File: config.mk
export PLATFORM = sky130hd
export DESIGN_NAME = lockstep_comparator_flat
export DESIGN_NICKNAME = d
export VERILOG_FILES = /design/src/rtl/lockstep_comparator_pkg.sv /design/src/rtl/lockstep_comparator_if.sv /design/src/rtl/lockstep_sat_counter.sv /design/src/rtl/lockstep_comparator.sv /design/src/flat_wrapper.sv
export SDC_FILE = /design/constraint.sdc
export NUM_CORES = 1
export LEC_CHECK = 0
export BUFFER_PORTS_ARGS = -buffer_cell sky130_fd_sc_hd__buf_2
export CORE_ASPECT_RATIO = 0.8
export CORE_MARGIN = 1
export CORE_UTILIZATION = 43
export DETAILED_ROUTE_END_ITERATION = 16
export GPL_TIMING_DRIVEN = 0
export PLACE_DENSITY = 0.87
export SYNTH_ARGS = -nofsm -noshare
export SYNTH_HDL_FRONTEND = slang
export SYNTH_SLANG_ARGS = --single-unit
File: constraint.sdc
create_clock -name clk -period 3.55 [get_ports clk]
set_clock_uncertainty 0.15 [all_clocks]
set_input_delay 0.8875 -clock clk [delete_from_list [all_inputs] [get_ports clk]]
set_output_delay 0.8875 -clock clk [all_outputs]
set_load 0.1 [all_outputs]
File: src/rtl/lockstep_comparator_pkg.sv
// rtl/lockstep_comparator_pkg.sv - shared lockstep state encodings and defaults
// Optional syndrome capture is selected with the LOCKSTEP_SYNDROME_EN macro.
package lockstep_comparator_pkg;

  typedef enum logic [1:0] {
    ST_ARM     = 2'd0,
    ST_MONITOR = 2'd1,
    ST_FAULT   = 2'd2
  } lc_state_e;

  // Matches the depth of the upstream lockstep delay stage.
  localparam int DEFAULT_ARM_CYCLES = 2;

endpackage

File: src/rtl/lockstep_comparator_if.sv
// rtl/lockstep_comparator_if.sv - compare/fault signal bundle between core pair and comparator
interface lockstep_comparator_if #(
  parameter int OPERAND_WIDTH = 32,
  parameter int CNT_WIDTH     = 8
);

  logic                     enable_i;
  logic [OPERAND_WIDTH-1:0] master_delayed_i;
  logic [OPERAND_WIDTH-1:0] checker_i;
  logic                     clear_i;
  logic                     mismatch_o;
  logic                     error_o;
  logic [CNT_WIDTH-1:0]     err_count_o;
  logic                     armed_o;
  logic [OPERAND_WIDTH-1:0] syndrome_o;

  modport master (
    output enable_i, master_delayed_i, checker_i, clear_i,
    input  mismatch_o, error_o, err_count_o, armed_o, syndrome_o
  );

  modport slave (
    input  enable_i, master_delayed_i, checker_i, clear_i,
    output mismatch_o, error_o, err_count_o, armed_o, syndrome_o
  );

endinterface

File: src/rtl/lockstep_sat_counter.sv
// rtl/lockstep_sat_counter.sv - saturating up-counter with synchronous clear
module lockstep_sat_counter #(
  parameter int WIDTH = 8
) (
  input  logic             clk,
  input  logic             rst,
  input  logic             clr_i,
  input  logic             inc_i,
  output logic [WIDTH-1:0] count_o
);

  localparam logic [WIDTH-1:0] MAX_COUNT = '1;

  logic [WIDTH-1:0] count_q, count_d;

  always_comb begin
    count_d = count_q;
    if (clr_i) begin
      count_d = '0;
    end else if (inc_i && (count_q != MAX_COUNT)) begin
      count_d = count_q + WIDTH'(1);
    end
  end

  always_ff @(posedge clk) begin
    if (rst) begin
      count_q <= '0;
    end else begin
      count_q <= count_d;
    end
  end

  assign count_o = count_q;

endmodule

File: src/rtl/lockstep_comparator.sv
// rtl/lockstep_comparator.sv - lockstep output comparator with arming, mismatch count and sticky fault
// Define LOCKSTEP_SYNDROME_EN to build the first-mismatch syndrome capture register.
module lockstep_comparator
  import lockstep_comparator_pkg::*;
#(
  parameter int OPERAND_WIDTH = 32,
  parameter int ARM_CYCLES    = DEFAULT_ARM_CYCLES,
  parameter int CNT_WIDTH     = 8,
  parameter int ERR_THRESHOLD = 1
) (
  input logic                  clk,
  input logic                  rst,
  lockstep_comparator_if.slave lc_if
);

  localparam int ARM_W = $clog2(ARM_CYCLES + 1);

  if (ERR_THRESHOLD < 1 || ERR_THRESHOLD > (2 ** CNT_WIDTH) - 1) begin : g_bad_threshold
    $error("lockstep_comparator: ERR_THRESHOLD outside 1..2^CNT_WIDTH-1");
  end
  if (ARM_CYCLES < 1) begin : g_bad_arm
    $error("lockstep_comparator: ARM_CYCLES must be at least 1");
  end

  lc_state_e                state_q, state_d;
  logic                     mismatch_q, mismatch_d;
  logic                     error_q, error_d;
  logic                     arm_clr, arm_inc;
  logic                     err_clr, err_inc;
  logic [ARM_W-1:0]         arm_count;
  logic [CNT_WIDTH-1:0]     err_count;
  logic [CNT_WIDTH:0]       err_next;
  logic [OPERAND_WIDTH-1:0] diff;

  assign diff     = lc_if.master_delayed_i ^ lc_if.checker_i;
  assign err_next = {1'b0, err_count} + (CNT_WIDTH + 1)'(1);

  lockstep_sat_counter #(.WIDTH(ARM_W)) u_arm_cnt (
    .clk     (clk),
    .rst     (rst),
    .clr_i   (arm_clr),
    .inc_i   (arm_inc),
    .count_o (arm_count)
  );

  lockstep_sat_counter #(.WIDTH(CNT_WIDTH)) u_err_cnt (
    .clk     (clk),
    .rst     (rst),
    .clr_i   (err_clr),
    .inc_i   (err_inc),
    .count_o (err_count)
  );

  always_comb begin
    state_d    = state_q;
    mismatch_d = 1'b0;
    error_d    = error_q;
    arm_clr    = 1'b0;
    arm_inc    = 1'b0;
    err_clr    = 1'b0;
    err_inc    = 1'b0;
    if (lc_if.clear_i) begin
      state_d = ST_ARM;
      error_d = 1'b0;
      arm_clr = 1'b1;
      err_clr = 1'b1;
    end else begin
      case (state_q)
        ST_ARM: begin
          if (!lc_if.enable_i) begin
            arm_clr = 1'b1;
          end else if (arm_count == ARM_W'(ARM_CYCLES - 1)) begin
            // Counter parks at zero for the whole MONITOR stay.
            state_d = ST_MONITOR;
            arm_clr = 1'b1;
          end else begin
            arm_inc = 1'b1;
          end
        end
        ST_MONITOR: begin
          if (!lc_if.enable_i) begin
            state_d = ST_ARM;
            arm_clr = 1'b1;
          end else if (|diff) begin
            mismatch_d = 1'b1;
            err_inc    = 1'b1;
            if (err_next >= (CNT_WIDTH + 1)'(ERR_THRESHOLD)) begin
              state_d = ST_FAULT;
              error_d = 1'b1;
            end
          end
        end
        ST_FAULT: begin
          state_d = ST_FAULT;
        end
        default: begin
          state_d = ST_ARM;
          arm_clr = 1'b1;
        end
      endcase
    end
  end

  always_ff @(posedge clk) begin
    if (rst) begin
      state_q    <= ST_ARM;
      mismatch_q <= 1'b0;
      error_q    <= 1'b0;
    end else begin
      state_q    <= state_d;
      mismatch_q <= mismatch_d;
      error_q    <= error_d;
    end
  end

`ifdef LOCKSTEP_SYNDROME_EN
  logic [OPERAND_WIDTH-1:0] syndrome_q;

  // Only the first counted mismatch since reset/clear is kept for diagnosis.
  always_ff @(posedge clk) begin
    if (rst) begin
      syndrome_q <= '0;
    end else if (lc_if.clear_i) begin
      syndrome_q <= '0;
    end else if (err_inc && (err_count == '0)) begin
      syndrome_q <= diff;
    end
  end

  assign lc_if.syndrome_o = syndrome_q;
`else
  assign lc_if.syndrome_o = '0;
`endif

  assign lc_if.mismatch_o  = mismatch_q;
  assign lc_if.error_o     = error_q;
  assign lc_if.err_count_o = err_count;
  assign lc_if.armed_o     = (state_q == ST_MONITOR);

endmodule

File: src/flat_wrapper.sv
// flat-port wrapper written by rule: the top's interface ports become plain ports
module lockstep_comparator_flat import lockstep_comparator_pkg::*;
#(
  parameter int OPERAND_WIDTH = 32,
  parameter int ARM_CYCLES    = DEFAULT_ARM_CYCLES,
  parameter int CNT_WIDTH     = 8,
  parameter int ERR_THRESHOLD = 1
)
  (clk, rst, lc_if_enable_i, lc_if_master_delayed_i, lc_if_checker_i, lc_if_clear_i, lc_if_mismatch_o, lc_if_error_o, lc_if_err_count_o, lc_if_armed_o, lc_if_syndrome_o);
  lockstep_comparator_if #(.OPERAND_WIDTH(OPERAND_WIDTH), .CNT_WIDTH(CNT_WIDTH)) lc_if_i ();
  input logic clk;
  input logic rst;
  input wire logic [$bits(lc_if_i.enable_i)-1:0] lc_if_enable_i;
  input wire logic [$bits(lc_if_i.master_delayed_i)-1:0] lc_if_master_delayed_i;
  input wire logic [$bits(lc_if_i.checker_i)-1:0] lc_if_checker_i;
  input wire logic [$bits(lc_if_i.clear_i)-1:0] lc_if_clear_i;
  output wire logic [$bits(lc_if_i.mismatch_o)-1:0] lc_if_mismatch_o;
  output wire logic [$bits(lc_if_i.error_o)-1:0] lc_if_error_o;
  output wire logic [$bits(lc_if_i.err_count_o)-1:0] lc_if_err_count_o;
  output wire logic [$bits(lc_if_i.armed_o)-1:0] lc_if_armed_o;
  output wire logic [$bits(lc_if_i.syndrome_o)-1:0] lc_if_syndrome_o;
  assign lc_if_i.enable_i = lc_if_enable_i;
  assign lc_if_i.master_delayed_i = lc_if_master_delayed_i;
  assign lc_if_i.checker_i = lc_if_checker_i;
  assign lc_if_i.clear_i = lc_if_clear_i;
  assign lc_if_mismatch_o = lc_if_i.mismatch_o;
  assign lc_if_error_o = lc_if_i.error_o;
  assign lc_if_err_count_o = lc_if_i.err_count_o;
  assign lc_if_armed_o = lc_if_i.armed_o;
  assign lc_if_syndrome_o = lc_if_i.syndrome_o;
  lockstep_comparator #(.OPERAND_WIDTH(OPERAND_WIDTH), .ARM_CYCLES(ARM_CYCLES), .CNT_WIDTH(CNT_WIDTH), .ERR_THRESHOLD(ERR_THRESHOLD)) u_core (.clk(clk), .rst(rst), .lc_if(lc_if_i));
endmodule
==> results.txt <==
In this run the cell area measured after placement is 0.00195 sq mm. The leakage power of the design came out at 1.08 nW. The total core area is 0.00309 sq mm. The number of global-route vias before repair is 1208.

The depth of the worst register-to-register path came out at 7. The setup violation total in the final timing report came out at 0. For the final routed database, the setup TNS stands at 0 ps. The total power density per cell area is 272 mW/mm^2. Data on the critical path arrives at its endpoint at about 1500 ps. The headroom to the max-slew limit is 0.621. The count of antenna-violating nets left after detailed routing is 0. STA classifies the critical path startpoint as a flip-flop.

In this run, synthesis produced a sequential element count of 14. Of the cells placed in the final design, the portion with a size suffix greater than 1 is 0.419. The worst path in the final design needs a cycle of 2540 ps, including I/O delays and setup. After layout, the worst setup slack is 1010 ps. The maximum number of pins on one net before global-route repair is 11. The number of levels in the clock H-tree is 1. The cell-internal power is between 0.3 and 0.4 mW. On the critical path, the stage with the largest delay is an instance of buf_2. The number of enable flip-flop cells after synthesis is 0. The synthesized area per cell is between 8 and 9 sq um.

In the synthesized netlist the dominant register cell turns out to be dfxtp_1. After clock tree synthesis, the repair step resized 0 gates. The clock group share of total power is 0.232. Summed over all layers, the global routing overflow is 0. Buffers added to address setup during post-CTS repair amount to 0. After the first detailed-routing iteration, the DRC count stood at 62.

The fraction of synthesis flops using an asynchronous set or reset pin came out at 0. The required time of the worst setup path came out at 2510 ps. The count of warnings emitted by yosys came out at 0. During placement, the flow inserted port buffers numbering between 70 and 80.

The peak fanout along the critical path came out at 10. Broken down by cell family, the worst path's largest delay share belongs to buffers and inverters. The first-pass GRT wire length is 4.84 mm.

For this configuration, the core starts out at a cell density of 0.452. The number of buffers and inverters on the critical path is 2. At the end of routability-driven placement, the weighted congestion stood at slightly above 0.8. The initial antenna violation count is 0. The count of endpoints failing hold in the final timing report came to 0.

The detail-routed via count per cell came out at 4.53. The start point of the worst hold path is u_core.state_q[1]$_SDFFE_PP0P_. The filler cell count in the final layout is 259. The worst hold path terminates at u_core.state_q[1]$_SDFFE_PP0P_.

The post-route clock period utilization is 0.716. The final layout net count is between 300 and 400. The sequential cell area fraction in the yosys report is 0.201. The total power draw is 0.542 mW. The total number of vias came out at 1469. The number of cells after detailed placement is between 300 and 400. Of the total power, registers draw 0.292.

The transition time at the pin with the least slew margin is 566 ps. Setup repair after global routing left no endpoint under its margin. The flow ran to the end, and the final reports show no timing, DRC or antenna violations. In the final layout, the multi-input gates occupy 956 sq um. The maximum clock rate is 393 MHz. The standard-cell row count came out at 18.

The worst setup slack after placement is 939 ps. The count of cells along the worst hold path came out at 2. The area of all placed cells without fillers is 0.00199 sq mm.

The cell area that synthesis handed to floorplanning was roughly 0.0014 sq mm. The critical path goes through clkbuf_1 > nor2b_1 > buf_2. The clock root buffer master is clkbuf_8. For this block, the routed nets add up to 3.24 mm of wire. The count of max-cap constraint violations is 0.

The detailed-route wire length per cell is 9.99 um. The floorplan die height came out at 52.9 um. The number of standard cells in the layout, taps in and fillers out is 324. The clock edge transition at the registers on the reported setup and hold paths came out at around 50 ps. Summed over all nets, the half-perimeter wirelength after detailed placement is approximately 2.8 mm. For this run, the slowest stage of the critical path takes 430 ps. The I/O pin total is 111. The number of buffers on the longest clock path is 2. The clock buffer count from CTS is 3.

The count of clock tree sinks is 14. The hold-fix buffer count after cts is 0. The number of antenna diodes came out at 0. The startpoint identified for the worst register-to-register timing path is u_core.u_err_cnt.count_o[0]$_SDFFE_PP0P_.

The number of distinct library cell variants in the gate-level netlist after synthesis is 38. Across every metal layer, demand over resource in global routing totals 0.184. The endpoint of the worst register-to-register path is u_core.lc_if.error_o$_SDFFE_PP0P_. The clock tree from TritonCTS is done. The worst setup path is captured at an output pin. The worst setup path is of the reg2out kind. The share of total power dissipated in combinational logic is 0.476. Across all register-to-register paths, the minimum setup slack is 1470 ps. The worst IR drop on VDD is ~0.00023 V.

After detailed routing, the number of remaining DRC violations is 0. The switching power as a share of total power is 0.441. For this design the total switching power over the nets is 0.239 mW. The post-route worst hold slack came out at 373 ps.

The die area is 0.00348 sq mm. Measured on the finished design, the core utilization comes to 0.646. Summing all flip-flop and latch instances after layout gives 280 sq um. The detailed-routing iteration count for the pre-antenna-repair pass came out at 4. The gate count after technology mapping came out at 172. Measured along the x axis, the die boundary spans 65.7 um.

The path type of the worst min-delay path is reg2reg. The area growth from synthesis to layout is 42.9%. The insertion delay of the later-clocked pin in the worst-skew pair is 240 ps.

The final number of max-transition violations came out at 0.
-- Yosys cell counts (2+ instances only) --
master	count	share of area
a211o_1	2	0.013
a21oi_1	4	0.014
and2_1	2	0.0090
and3_1	4	0.018
buf_4	32	0.17
clkbuf_1	2	0.0054
dfxtp_1	14	0.20
ha_1	4	0.036
inv_1	3	0.0081
mux2i_1	2	0.014
nand2_1	8	0.022
nand2b_1	3	0.013
nand3_1	4	0.014
nand4_1	8	0.036
nor2_1	9	0.024
nor2b_1	2	0.0090
nor4_1	10	0.045
o21ai_0	4	0.014
or2_1	2	0.0090
or3_1	4	0.018
xor2_1	32	0.20
-- metal layers --
metal	wire length [um]	share of wire	global-route usage	vias to the layer above
met5	0	0	0	-
met4	40	0.012	0.0507	0
met3	277	0.086	0.0517	6
met2	1650	0.51	0.342	69
met1	1270	0.39	0.203	632
li1	-	-	-	762
-- logic make-up (layout without fill, tap and decap cells) --
logic type	count (synthesis)	count (layout)	synth area share
adders and majority gates	4	4	0.0359
DFF	14	14	0.201
AOI/OAI and AO/OA	18	18	0.0897
xor gates and xnor gates	33	33	0.207
buffers and inverters	39	120	0.197
muxes	3	3	0.0224
other	1	32	0.00269
and+or+nand+nor	60	60	0.244
-- layout make-up --
class | instances | share of cell area
Timing Repair Buffer | 78 | 0.196
Buffer | 36 | 0.132
Tap cell | 40 | 0.0251
Clock buffer | 3 | 0.0207
Inverter | 3 | 0.00565
Multi-Input combinational cell | 150 | 0.480
Sequential cell | 14 | 0.141
-- sequential cells by signal, summed over array words and instances (netlist names) --
register,count
u_core.state_q,2
u_core.lc_if.mismatch_o,1
u_core.u_err_cnt.count_o,8
u_core.u_arm_cnt.count_o,2
u_core.lc_if.error_o,1
-- layout by cell type, fill, tap and decap left out, types with 2 or more instances in the layout --
cell type | synthesis | routed
clkbuf_1 | 2 | 2
a211o_1 | 2 | 2
mux2i_1 | 2 | 2
dfxtp_1 | 14 | 14
nand4_1 | 8 | 8
and3_1 | 4 | 4
conb_1 | 1 | 32
buf_4 | 32 | 32
or3_1 | 4 | 4
ha_1 | 4 | 4
clkbuf_8 | 0 | 3
nand2b_1 | 3 | 3
o21ai_0 | 4 | 4
and2_1 | 2 | 2
nand2_1 | 8 | 8
xor2_1 | 32 | 32
nor2b_1 | 2 | 2
nand3_1 | 4 | 4
nor4_1 | 10 | 10
nor2_1 | 9 | 9
or2_1 | 2 | 2
inv_1 | 3 | 3
a21oi_1 | 4 | 4
buf_2 | 1 | 79
-- worst min-delay path, stage by stage, from the launching register on --
cell,delay (ps)
dfxtp_1,320
nand2b_1,90
o2bb2ai_1,70
-- worst max-delay path by stage --
stage | cells past startpoint | slack, ps | from | end
after detailed placement | 7 | 940 | lc_if_checker_i[30] | u_core.lc_if.error_o$_SDFFE_PP0P_
final | 3 | 1010 | u_core.state_q[0]$_SDFFE_PP0P_ | lc_if_armed_o
after floorplan | 2 | 590 | u_core.state_q[0]$_SDFFE_PP0P_ | lc_if_armed_o
after global placement | 7 | 960 | lc_if_checker_i[16] | u_core.lc_if.error_o$_SDFFE_PP0P_
after global routing | 3 | 930 | u_core.state_q[0]$_SDFFE_PP0P_ | lc_if_armed_o
after CTS | 3 | 1000 | u_core.state_q[0]$_SDFFE_PP0P_ | lc_if_armed_o
-- power groups by stage --
stage          logic [mW]  clock network (mW)  registers [mW]
2_1_floorplan       0.209                   0           0.162
3_3_place_gp        0.255                   0           0.162
3_5_place_dp        0.257                   0           0.162
4_1_cts             0.257               0.131           0.158
5_1_grt             0.272               0.140           0.158
6_report            0.258               0.126           0.158
No activity file was read; power rests on OpenSTA's default activity.
